--- config.mk ---
export PLATFORM = sky130hd
export DESIGN_NAME = uart_tx_arbiter
export DESIGN_NICKNAME = d
export VERILOG_FILES = /design/src/rtl/uart_arb_pkg.sv /design/src/rtl/rr_arbiter.sv /design/src/rtl/uart_tx_arbiter.sv
export SDC_FILE = /design/constraint.sdc
export NUM_CORES = 1
export LEC_CHECK = 0
export BUFFER_PORTS_ARGS = -buffer_cell sky130_fd_sc_hd__buf_2
export CORE_MARGIN = 3
export CORE_UTILIZATION = 46
export DETAILED_ROUTE_END_ITERATION = 8
export HOLD_SLACK_MARGIN = 0.1
export PLACE_DENSITY_LB_ADDON = 0.2
export SYNTH_ARGS = -nofsm -noshare
export SYNTH_HDL_FRONTEND = slang
export SYNTH_SLANG_ARGS = --single-unit
--- constraint.sdc ---
create_clock -name i_clk -period 2 [get_ports i_clk]
set_clock_uncertainty 0.05 [all_clocks]
set_input_delay 0.4 -clock i_clk [delete_from_list [all_inputs] [get_ports i_clk]]
set_output_delay 0.4 -clock i_clk [all_outputs]
set_load 0.02 [all_outputs]
--- src/rtl/uart_arb_pkg.sv ---
// Shared types, defaults and width helper for the UART transmit arbiter.
package uart_arb_pkg;

   localparam int unsigned DEF_NUM_REQ  = 4;
   localparam int unsigned DEF_DATA_LEN = 8;
   localparam int unsigned DEF_TIMEOUT  = 32768;

   typedef enum logic [1:0] {
      IDLE = 2'd0,
      WAIT = 2'd1,
      ACK  = 2'd2
   } arb_state_t;

   // Bits needed to index n items; never narrower than one bit.
   function automatic int unsigned width_of(input int unsigned n);
      return (n < 2) ? 1 : $clog2(n);
   endfunction

endpackage

--- src/rtl/rr_arbiter.sv ---
// Combinational round-robin pick: first asserted request after the pointer.
module rr_arbiter
   import uart_arb_pkg::*;
#(
   parameter int unsigned NUM_REQ = DEF_NUM_REQ
) (
   input  logic [NUM_REQ-1:0]             i_req,
   input  logic [width_of(NUM_REQ)-1:0]   i_ptr,
   output logic                           o_valid,
   output logic [width_of(NUM_REQ)-1:0]   o_grant
);

   localparam int unsigned IdW = width_of(NUM_REQ);

   logic [IdW-1:0] w_sel;

   // Scan pointer+1 .. pointer+NUM_REQ so the last winner is considered last.
   always_comb begin
      o_valid = 1'b0;
      o_grant = '0;
      w_sel   = '0;
      for (int unsigned k = 1; k <= NUM_REQ; k++) begin
         w_sel = IdW'((32'(i_ptr) + k) % NUM_REQ);
         if (!o_valid && i_req[w_sel]) begin
            o_valid = 1'b1;
            o_grant = w_sel;
         end
      end
   end

endmodule

--- src/rtl/uart_tx_arbiter.sv ---
// Shares one UART transmitter between NUM_REQ requesters with round-robin
// priority and a watchdog that aborts a transfer whose tx_done never comes.
module uart_tx_arbiter
   import uart_arb_pkg::*;
#(
   parameter int unsigned NUM_REQ  = DEF_NUM_REQ,
   parameter int unsigned DATA_LEN = DEF_DATA_LEN,
   parameter int unsigned TIMEOUT  = DEF_TIMEOUT
) (
   input  logic                          i_clk,
   input  logic                          i_reset,
   input  logic [NUM_REQ-1:0]            i_req,
   input  logic [NUM_REQ*DATA_LEN-1:0]   i_req_data,
   output logic [NUM_REQ-1:0]            o_ack,
   output logic                          o_err_timeout,
   output logic [width_of(NUM_REQ)-1:0]  o_grant_id,
   output logic                          o_busy,
   output logic                          o_uart_send,
   output logic [DATA_LEN-1:0]           o_uart_data,
   input  logic                          i_uart_busy,
   input  logic                          i_uart_done
);

   localparam int unsigned IdW = width_of(NUM_REQ);
   localparam int unsigned WdW = width_of(TIMEOUT);
   localparam logic [WdW-1:0] WdLast = WdW'(TIMEOUT - 1);

   arb_state_t          r_state, w_state_nxt;
   logic [IdW-1:0]      r_grant, w_grant_nxt;
   logic [IdW-1:0]      r_ptr, w_ptr_nxt;
   logic [DATA_LEN-1:0] r_data, w_data_nxt;
   logic                r_send, w_send_nxt;
   logic [NUM_REQ-1:0]  r_ack, w_ack_nxt;
   logic                r_err, w_err_nxt;
   logic [WdW-1:0]      r_wd, w_wd_nxt;

   logic                w_valid;
   logic [IdW-1:0]      w_win;

   rr_arbiter #(
      .NUM_REQ (NUM_REQ)
   ) u_rr_arbiter (
      .i_req   (i_req),
      .i_ptr   (r_ptr),
      .o_valid (w_valid),
      .o_grant (w_win)
   );

   // Next-state and registered-output decode for the IDLE/WAIT/ACK sequence.
   always_comb begin
      w_state_nxt = r_state;
      w_grant_nxt = r_grant;
      w_ptr_nxt   = r_ptr;
      w_data_nxt  = r_data;
      w_send_nxt  = 1'b0;
      w_ack_nxt   = '0;
      w_err_nxt   = 1'b0;
      w_wd_nxt    = r_wd;
      unique case (r_state)
         IDLE: begin
            if (w_valid && !i_uart_busy) begin
               w_grant_nxt = w_win;
               w_data_nxt  = i_req_data[32'(w_win)*DATA_LEN +: DATA_LEN];
               w_send_nxt  = 1'b1;
               w_wd_nxt    = '0;
               w_state_nxt = WAIT;
            end
         end
         WAIT: begin
            // The launch cycle itself is not counted, so an abort lands
            // TIMEOUT+1 cycles after the send pulse.
            if (!r_send) begin
               w_wd_nxt = r_wd + 1'b1;
            end
            if (i_uart_done) begin
               w_ack_nxt[r_grant] = 1'b1;
               w_state_nxt        = ACK;
            end else if (r_wd == WdLast) begin
               w_ack_nxt[r_grant] = 1'b1;
               w_err_nxt          = 1'b1;
               w_state_nxt        = ACK;
            end
         end
         ACK: begin
            w_ptr_nxt   = r_grant;
            w_state_nxt = IDLE;
         end
         default: begin
            w_state_nxt = IDLE;
         end
      endcase
   end

   // State, watchdog and output registers.
   always_ff @(posedge i_clk or posedge i_reset) begin
      if (i_reset) begin
         r_state <= IDLE;
         r_grant <= '0;
         r_ptr   <= IdW'(NUM_REQ - 1);
         r_data  <= '0;
         r_send  <= 1'b0;
         r_ack   <= '0;
         r_err   <= 1'b0;
         r_wd    <= '0;
      end else begin
         r_state <= w_state_nxt;
         r_grant <= w_grant_nxt;
         r_ptr   <= w_ptr_nxt;
         r_data  <= w_data_nxt;
         r_send  <= w_send_nxt;
         r_ack   <= w_ack_nxt;
         r_err   <= w_err_nxt;
         r_wd    <= w_wd_nxt;
      end
   end

   assign o_ack         = r_ack;
   assign o_err_timeout = r_err;
   assign o_grant_id    = r_grant;
   assign o_busy        = (r_state != IDLE);
   assign o_uart_send   = r_send;
   assign o_uart_data   = r_data;

endmodule

Word-level counts from Yosys, hierarchy flattened

Index checks and enable logic that the tools add are counted.
W data, S select, Z words.

Logic and storage cells: 74
Output and inout port bits: 17
Bits in registers: 35
Input port bits: 40

Mux-type cells: 33
Add/sub/neg operators: 5
Equal/unequal tests: 6
Order comparisons: 6
Reductions and logical operators: 15
Shift-type cells: 1

Operators by type and width:

| kind                    | number |
|---|---|
| $shiftx A32 B6 Y8       | 1 |
| $mux W15                | 2 |
| $pmux W15 S2            | 1 |
| $add A15 B1 Y15 const B | 1 |
| $eq A15 B15 Y1 const B  | 1 |
| $lt A2 B3 Y1 const B    | 5 |
| $mux W1                 | 14 |
| $mux W2                 | 7 |
| $mux W4                 | 3 |
| $bmux W1 S2             | 4 |
| $logic_and A1 B1 Y1     | 5 |
| $add A2 B1 Y2 const B   | 2 |
| $add A2 B2 Y2 const B   | 2 |
| $logic_not A1 Y1        | 4 |
| $ne A2 B2 Y1 const B    | 2 |
| $pmux W2 S2             | 1 |
| $reduce_and A2 Y1       | 2 |
| $reduce_bool A2 Y1      | 2 |
| $ne A3 B3 Y1 const B    | 1 |
| $reduce_and A3 Y1       | 1 |
| $demux W1 S2            | 1 |
| $eq A2 B1 Y1 const B    | 1 |
| $eq A2 B2 Y1 const B    | 1 |
| $ge A2 B1 Y1 const B    | 1 |
| $logic_not A2 Y1        | 1 |

Logic depth before layout (Yosys ltp)

Gate-level depths: netlist of run 1.

Depth after elaboration: 16
Depth in mapped cells: 8
Mapped depth without buffers: 6

Hierarchy

A second synthesis of run 1 with hierarchy kept.

Cells, all modules: 176
Area, all modules: 1823.0 um^2

By module, submodules not included:

| module          | instances | cells an instance | sequential area each (um^2) | area an instance (um^2) |
|---|---|---|---|---|
| uart_tx_arbiter | 1         | 162               | 878.3                       | 1731.7 |
| rr_arbiter      | 1         | 14                | 0.0                         | 91.3 |

Worst setup path after synthesis of run 1

Ideal clock, no wire load.

Path kind: register -> register
Start: register r_ptr[1]
End: register r_data[0] (netlist: o_uart_data[0])
Stages on the path, launching flop included: 7
Path buffers: 1
Path slack: -0.114 ns
Data arrival time: 1.938 ns
Setup time: 0.126 ns
Period minus slack after synthesis: 2.114 ns
Required time: 1.824 ns
Cell sequence: dfstp_2 -> mux2i_1 -> o22ai_2 -> nor2_2 -> buf_8 -> mux2_4 -> a221o_1

Cells in the longest elaborated chain, start to end: 15

RTL lines:

| element                                                | RTL line               | text |
|---|---|---|
| start: declaration                                     | uart_tx_arbiter.sv:30  | `logic [IdW-1:0] r_ptr, w_ptr_nxt;` |
| start signal: assignment                               | uart_tx_arbiter.sv:99  | `r_ptr <= IdW'(NUM_REQ - 1);` |
| start signal: assignment                               | uart_tx_arbiter.sv:108 | `r_ptr <= w_ptr_nxt;` |
| branches (longest 15 deep; another with $add A2 B1 Y2) | -                      |  |
| end signal: assignment                                 | uart_tx_arbiter.sv:109 | `r_data <= w_data_nxt;` |
| end: declaration                                       | uart_tx_arbiter.sv:31  | `logic [DATA_LEN-1:0] r_data, w_data_nxt;` |

Parallel ways; which one is timed is not known. The select of a mux whose other input is x is not followed.
A chain may end at the register's enable or synchronous reset.

Worst setup path in the final report of run 1

Start: register r_ptr[1]
End: register r_data[6] (netlist: o_uart_data[6])

Same word-level chain as after synthesis.

==> impl_metrics.tcl, run 1 <==
set metrics [dict create \
    status "complete, no violations" \
    setup_viol 0 \
    finish.utilization_pct 62.7 \
    synth_top_family_by_area "simple AND/OR/NAND/NOR gates" \
    slew_viol_final 0 \
    grt.total_usage_pct 17.4 \
    die-area_mm2 0.00482 \
    max-cap-violations 0 \
    rsz0062_at_grt "yes" \
    synthXorXnorAreaFrac_pct 4.26 \
    ys_seq_elements 35 \
    muxShareOfSynthArea_pct 12.4 \
    drive_above_1_share_pct 37.6 \
    cts-root-buf "clkbuf_8" \
    endpoint_kind "flip-flop" \
    drc 0 \
    grt_pass1_vias 1529 \
    startpoint "r_ptr[1]" \
    synth.avg_cell_area_um2 10.2 \
    async_flop_share_pct 100 \
    ys_seq_area_share_pct 47.4 \
    clk_latency_ps 280 \
    grt_max_degree 36 \
    hp-class "input port to async pin" \
    irDropWorstVdd_mv 0.799 \
    dieHeight_um 69.4 \
    crit_type "flip-flop to flip-flop" \
    cts.htree.levels 2 \
    die_width_um 69.4 \
    gp_congestion 0.807 \
    firstDrtPassIters 4 \
    portBuffers 56 \
    drt_first_iter_violations 87 \
    final_nets 291 \
    cts.clk_slew.worst_paths_ps 70 \
    yosysTopAreaCell "dfrtp_1" \
    area_delta_synth_final_pct 27.8 \
    io_pins 57 \
    yosysWarnings 0 \
    p_per_area_mw_per_mm2 1100 \
    yosysUniqueCellTypes 38 \
    layout_common_cells "buf_2, dfrtp_1, nand3_1, nand2_1" \
    synthCells 181 \
    cts_tree "done" \
    cp_max_fo 14 \
    start_util_pct 49.1 \
    cp_slowest_cell "dfstp_2" \
    wl_per_cell_um 13.3 \
    row_count 22 \
    synth_edf_count 0 \
    tns_ps 0 \
    final_antenna_net_count 0 \
    final_common_cell "buf_2" \
    max_stage_delay_ps 560 \
    synth_fp_nets 222 \
    fmax_mhz 510 \
    wl_um 3970 \
    synth_area_leaders "dfrtp_1, nand3_1, mux2i_1" \
    min_period_over_period_pct 98.0 \
    crit_required_ps 2120 \
    yosys.area_share.adder_pct 0.676 \
    vias 1605 \
    coreArea_mm2 0.00377 \
    dp_hpwl_um 2830 \
    nFillCells 339 \
    cts_buffer_depth 2 \
    post-route-min-period_ps 1960 \
    dp_slack_ps 11.1 \
    cts_hold_buffers 0 \
    arrival_ps 2080 \
    cts.sinks 35 \
    antennaDiodeCount 0 \
    start_kind "flip-flop" \
    reg2reg_from "r_ptr[1]" \
    vias_per_cell 5.39 \
    syn-cell-area_mm2 0.00185 \
    p_leak_uw 0.00118 \
    synth-simple-area-share_pct 22.0 \
    hold_viol_final 0 \
    cts_made_buffers 5 \
    tightest_slew_ps 484 \
    overflow 0 \
    synth_ff_type "dfrtp_1" \
    grt_pass1_wl_um 6790 \
    slew_headroom_pct 67.4 \
    antenna_found_initial 0 \
    synth.top_cell.area_share_pct 44.6 \
    cp_cell_sequence "mux2i_1 > o22ai_2 > nor2_4 > buf_12 > mux2_2 > a221o_1" \
    synth_compound_area_share_pct 9.66 \
    setup_slack_ps 39.8 \
]
[per-stage QoR]
stage | cell area (um2) | total power (uW) | std cells | hold WS [ps]
after floorplan | 1860 | 1720 | 181 | 395
after global placement | 2240 | 2060 | 286 | 413
after detailed placement | 2240 | 2070 | 286 | 423
after CTS | 2320 | 2550 | 293 | 164
after global routing | 2370 | 2780 | 298 | 184
final | 2370 | 2600 | 298 | 145
[worst max-delay path, delay by kind of cell (launching register included)]
family,cells,cell delay (ps)
AO/OA/AOI/OAI,2,420
buffers and inverters,1,150
flip-flops,1,560
multiplexers,2,540
AND/OR/NAND/NOR,1,110
[cells in the mapped netlist (4+ instances only)]
| library cell | instances |
|---|---|
| xor2_1 | 8 |
| buf_2 | 4 |
| nand3_1 | 23 |
| dfrtp_1 | 33 |
| o21ai_0 | 7 |
| inv_1 | 4 |
| nand2b_1 | 5 |
| mux2_2 | 8 |
| a221o_1 | 8 |
| mux2i_1 | 11 |
| nand4_1 | 4 |
| nand2_1 | 15 |
| nor2_1 | 13 |
[layout make-up]
| type | instances | area (um2) | area share, % |
|---|---|---|---|
| Multi-Input combinational cell | 133 | 920 | 38.9 |
| Sequential cell | 35 | 878 | 37.1 |
| Inverter | 5 | 21.3 | 0.899 |
| Timing Repair Buffer | 70 | 410 | 17.3 |
| Clock buffer | 7 | 76.3 | 3.23 |
| Tap cell | 48 | 60.1 | 2.54 |
[state kept, by name, summed over array words and instances, names as in the netlist]
register and cells:
r_wd 15, o_uart_data 8, o_ack 4, o_grant_id 2, r_ptr 2, r_state 2, o_err_timeout 1, o_uart_send 1
[cell families after synthesis]
family                     Yosys count
DFF                                 35
muxes                               21
buffers and inverters               13
and+or+nand+nor                     80
AOI/OAI and AO/OA                   22
adders and majority gates            1
xor gates and xnor gates             9
[where the power goes]
part	total, uW	internal (uW)	switching, uW
Combinational	1110	541	573
Sequential	1010	882	129
Clock	474	239	234
Total	2600	1660	936
[path summary, 6_finish.rpt]
| kind | endpoint | depth (start not counted) | slack (ps) |
|---|---|---|---|
| max reg2reg | o_uart_data[6] | 6 | 40 |
| max | o_uart_data[6] | 6 | 40 |
| min in group i_clk | o_err_timeout | 3 | 380 |
| min reg2reg | r_wd[14] | 1 | 430 |
| max in group asynchronous | r_ptr[1] | 3 | 1410 |
| min | o_err_timeout | 3 | 140 |
[per-layer routing]
metal	up-vias	track usage, %	part of all wire, %
met3	6	6.81	7.4
met1	753	22.9	45
met5	-	0	0
met4	0	5.21	1.3
met2	52	26.5	46
li1	794	-	-
[repair_timing]
action                                  4_1_cts  5_1_grt
endpoints found under the setup margin        0       10
resized for setup                             0        3
setup buffers                                 0        5
(Power assumes the default switching activity.)
==> run 2: changes to the inputs <==
- SYNTH_HIERARCHICAL: not set -> 1
==> impl_metrics.tcl, run 2 <==
set metrics [dict create \
    hp-class "input port to async pin" \
    synth_ff_type "dfrtp_1" \
    grt_pass1_vias 1454 \
    yosysWarnings 6 \
    muxShareOfSynthArea_pct 12.8 \
    irDropWorstVdd_mv 0.699 \
    gp_congestion 0.756 \
    reg2regPathDepth 7 \
    wl_per_cell_um 12.9 \
    vias 1493 \
    dpl.cell_count 283 \
    cts_tree "done" \
    rsz0062_at_grt "yes" \
    largest_reg_flops 15 \
    cts_buffer_depth 2 \
    max-cap-violations 0 \
    synth_fp_nets 217 \
    cts_made_buffers 5 \
    tns_ps 0 \
    p_per_area_mw_per_mm2 1090 \
    slew_viol_final 0 \
    p_leak_uw 0.00117 \
    vias_per_cell 5.13 \
    multiInputGateArea_um2 908 \
    seqCellArea_um2 878 \
    yosysUniqueCellTypes 40 \
    synth_most_common_cell "nand2_1" \
    endpoint_kind "flip-flop" \
    syn-cell-area_mm2 0.00182 \
    grt_pass1_wl_um 6330 \
    dieHeight_um 69.0 \
    final_antenna_net_count 0 \
    layout_common_cells "buf_2, nand2_1, dfrtp_1, nor2_1, buf_4" \
    die-area_mm2 0.00475 \
    start_util_pct 48.7 \
    cts_hold_buffers 0 \
    yosys.area_share.adder_pct 0.686 \
    nFillCells 312 \
    cts.clk_slew.worst_paths_ps 70 \
    async_flop_share_pct 100 \
    synthXorXnorAreaFrac_pct 2.88 \
    drc 0 \
    cts.sinks 35 \
    yosysTopAreaCell "dfrtp_1" \
    tightest_slew_ps 491 \
    ys_seq_area_share_pct 48.2 \
    hold_viol_final 0 \
    dp_hpwl_um 2860 \
    finish.utilization_pct 62.4 \
    io_pins 57 \
    post-route-min-period_ps 1970 \
    final_nets 283 \
    grt_max_degree 36 \
    synth.avg_cell_area_um2 10.4 \
    area_delta_synth_final_pct 28.1 \
    cts-root-buf "clkbuf_8" \
    synth_common_cells "nand2_1, dfrtp_1, nor2_1, mux4_2, inv_1" \
    hold_slack_ps 146 \
    final_common_cell "buf_2" \
    synth_area_leaders "dfrtp_1, mux4_2, nand2_1" \
    die_width_um 69.0 \
    clk_latency_ps 290 \
    total_power_uw 2560 \
    overflow 0 \
    setup_viol 0 \
    min_period_over_period_pct 98.6 \
    row_count 22 \
    crit_required_ps 2130 \
    cp_max_fo 9 \
    grt.total_usage_pct 18.4 \
    crit_type "flip-flop to flip-flop" \
    ys_seq_elements 35 \
    synth-simple-area-share_pct 25.8 \
    synth_edf_count 0 \
    synth_compound_area_share_pct 6.25 \
    portBuffers 56 \
    firstDrtPassIters 6 \
    coreArea_mm2 0.00374 \
    regMostFlops "r_wd" \
    cts.htree.levels 2 \
    synth.top_cell.area_share_pct 45.3 \
    slew_headroom_pct 67.3 \
    synthCells 176 \
    synth_top_family_by_area "simple AND/OR/NAND/NOR gates" \
    antenna_found_initial 0 \
    start_kind "flip-flop" \
    wl_um 3760 \
    fmax_mhz 507 \
    drive_above_1_share_pct 40.3 \
    arrival_ps 2100 \
    fin_cells 291 \
    status "complete, no violations" \
    antennaDiodeCount 0 \
    drt_first_iter_violations 80 \
]
[run 2: cell count changes in the layout (fill, tap and decap cells not counted), sizes merged, moves of 8 or more]
| cell | before | now |
|---|---|---|
| mux2 | 10 | 2 |
| nand2 | 15 | 41 |
| a221o | 8 | 0 |
| mux4 | 0 | 8 |
| mux2i | 11 | 3 |
| nand3 | 23 | 6 |
[run 2: power breakdown]
part	internal, uW	total (uW)	switching [uW]	leakage, uW
Combinational	458	981	523	0.000666
Sequential	886	1040	151	0.000459
Clock	282	536	254	0.0000484
[run 2: repair_timing]
action                                  CTS  global route
gates resized for setup                   1             4
pin swaps                                 0             0
endpoints found under the setup margin    8            10
setup buffers                             0             0
[run 2: final timing paths]
path,startpoint,to,slack [ps]
setup / recovery,r_ptr[1],o_uart_data[4],30
hold / removal,i_reset,o_uart_data[3],150
setup reg to reg,r_ptr[1],o_uart_data[4],30
hold reg to reg,r_wd[13],r_wd[13],430
max in group asynchronous,i_reset,r_ptr[1],1420
min in group i_clk,i_uart_done,o_err_timeout,270
[run 2: cell families after synthesis]
| kind of cell | count (synthesis) |
|---|---|
| mux | 13 |
| fa+ha+maj | 1 |
| simple gates | 90 |
| xor+xnor | 6 |
| compound gates | 17 |
| flops | 35 |
| buf+inv | 14 |
[run 2: area by class of cell]
type	count	area share [%]
tap	48	2.57
timing repair buffer	66	15.7
inverter	7	1.12
clock inverter	1	0.375
sequential	35	37.6
multi-input combinational	127	38.9
clock buffer	7	3.70
[run 2: routing by layer]
metal  track usage [%]  part of all wire [%]  vias to the layer above
met5                 0                     0                        -
li1                  -                     -                      749
met4              8.03                   1.8                        0
met2              28.0                    44                       54
met3              6.00                   7.4                        5
met1              23.9                    47                      685
[run 2: stage by stage]
step                area (um2)  setup slack [ps]
finish                    2340              28.2
global route              2340             -54.2
CTS                       2310              27.5
detailed placement        2210             -98.0
global placement          2210              4.34
floorplan                 1820              71.3
[run 2: worst max-delay path, stage by stage (launching register included)]
cell,delay (ps)
dfstp_2,590
nand2b_4,140
a21oi_2,50
o221ai_2,220
buf_12,180
mux4_2,510
nand2_2,80
nand2_1,50
==> run 3: changes to the inputs <==
- CELL_PAD_IN_SITES_DETAIL_PLACEMENT: not set -> 0
- CELL_PAD_IN_SITES_GLOBAL_PLACEMENT: not set -> 1
- CORE_UTILIZATION: 46 -> 34
- PLACE_DENSITY: not set -> 0.7
- PLACE_DENSITY_LB_ADDON: 0.2 -> not set
==> impl_metrics.tcl, run 3 (synthesis gave the netlist of run 2 again) <==
set metrics [dict create \
    hold_viol_final 0 \
    cp_slowest_cell "dfstp_2" \
    wl_um 3950 \
    p_per_area_mw_per_mm2 1090 \
    min_period_over_period_pct 96.9 \
    nFillCells 531 \
    wl_met2_um 1740 \
    final_common_cell "buf_2" \
    m1WireLength_um 1870 \
    topRoutingLayerUsed "met4" \
    coreArea_mm2 0.00514 \
    regMostFlops "r_wd" \
    wl_met3_um 287 \
    row_count 26 \
    portBuffers 56 \
    final_nets 284 \
    crit_required_ps 2130 \
    seqCellArea_um2 878 \
    crit_type "flip-flop to flip-flop" \
    fmax_mhz 516 \
    reg2reg_from "r_ptr[1]" \
    cts_tree "done" \
    vias_per_cell 4.78 \
    final_antenna_net_count 0 \
    cp_max_fo 9 \
    drive_above_1_share_pct 40.2 \
    max_stage_delay_ps 580 \
    cts.htree.levels 2 \
    arrival_ps 2070 \
    area_delta_synth_final_pct 29.9 \
    cts.clk_slew.worst_paths_ps 70 \
    io_pins 57 \
    setup_viol 0 \
    firstDrtPassIters 4 \
    cts_buffer_depth 2 \
    hp-class "input port to async pin" \
    grt.total_usage_pct 14.4 \
    finish.utilization_pct 46.1 \
    tns_ps 0 \
    max-cap-violations 0 \
    cts-root-buf "clkbuf_8" \
    clk_latency_ps 280 \
    start_util_pct 35.5 \
    p_leak_uw 0.00118 \
    grt_max_degree 36 \
    path_common_cell "nand2_2" \
    status "complete, no violations" \
    cts.sinks 35 \
    r2r_end "o_uart_data[2]" \
    hold_slack_ps 152 \
    die-area_mm2 0.00628 \
    grt_pass1_wl_um 7090 \
    r2r_slack_ps 60 \
    reg2regPathDepth 7 \
    gp_congestion 0.770 \
    dp_hpwl_um 2980 \
    wl_per_cell_um 12.6 \
    slew_viol_final 0 \
    slew_headroom_pct 70.4 \
    overflow 0 \
    die_width_um 79.2 \
    layout_common_cells "buf_2, nand2_1, dfrtp_1, nor2_1, buf_4" \
    dieHeight_um 79.2 \
    grt_pass1_vias 1587 \
    vias 1501 \
    antenna_found_initial 0 \
    endpoint_kind "flip-flop" \
    rsz0062_at_grt "yes" \
    multiInputGateArea_um2 901 \
    largest_reg_flops 15 \
    cp_cell_sequence "nand2b_4 > a21oi_2 > o221ai_2 > buf_12 > mux4_2 > nand2_2 > nand2_2" \
    drc 0 \
    antennaDiodeCount 0 \
    drt_first_iter_violations 93 \
    post-route-min-period_ps 1940 \
    tightest_slew_ps 444 \
    cts_hold_buffers 0 \
    irDropWorstVdd_mv 0.579 \
    cts_made_buffers 5 \
    start_kind "flip-flop" \
]
## run 3: changes by cell type in the layout (fill, tap and decap cells not counted), sizes merged
cell / before / now
clkinv: 1 / 0
clkbuf: 7 / 8
buf: 66 / 67
## run 3: through the flow
stage	power [uW]	cell area, um2	worst slack [ps]	instances
detailed placement	2020	2240	42.7	305
floorplan	1680	1820	71.3	176
finish	2580	2370	61.8	314
CTS	2590	2340	41.1	313
global placement	2020	2240	75.7	305
global route	2770	2370	-18.5	314
## run 3: cell type report
cell class                 count  area share (%)
clock buffer                   8            4.23
inverter                       7            1.11
multi-input combinational    127            38.0
sequential                    35            37.1
tap                           70            3.70
timing repair buffer          67            15.8
## run 3: repair_timing
| action | CTS | global route |
|---|---|---|
| buffers inserted | 0 | 1 |
| gates resized for setup | 0 | 4 |
| setup endpoints to repair | 0 | 9 |
## run 3: worst max-delay path: cells and delay by family, from the launching register on
family | cells | cell delay [ps]
muxes | 1 | 500
buffers and inverters | 1 | 170
DFF | 1 | 580
and+or+nand+nor | 3 | 270
AOI/OAI and AO/OA | 2 | 250
## run 3: worst max-delay path by stage
stage | start | slack [ps] | cells past startpoint | to
2_1_floorplan | r_ptr[1] | 70 | 7 | o_uart_data[0]
3_3_place_gp | i_req[2] | 80 | 8 | o_uart_data[2]
3_5_place_dp | i_req[2] | 40 | 8 | o_uart_data[2]
4_1_cts | r_ptr[1] | 40 | 7 | o_uart_data[7]
5_1_grt | r_ptr[1] | -20 | 7 | o_uart_data[7]
6_report | r_ptr[1] | 60 | 7 | o_uart_data[2]
## run 3: metal layers
layer,GRT usage [%],vias up
li1,-,749
met1,18.6,691
met2,22.8,56
met3,4.31,5
met4,5.15,0
met5,0,-
## run 3: where the power goes
| group | leakage, uW | internal, uW | switching, uW |
|---|---|---|---|
| Clock | 0.0000515 | 314 | 242 |
| Sequential | 0.000459 | 886 | 148 |
| Combinational | 0.000671 | 470 | 517 |
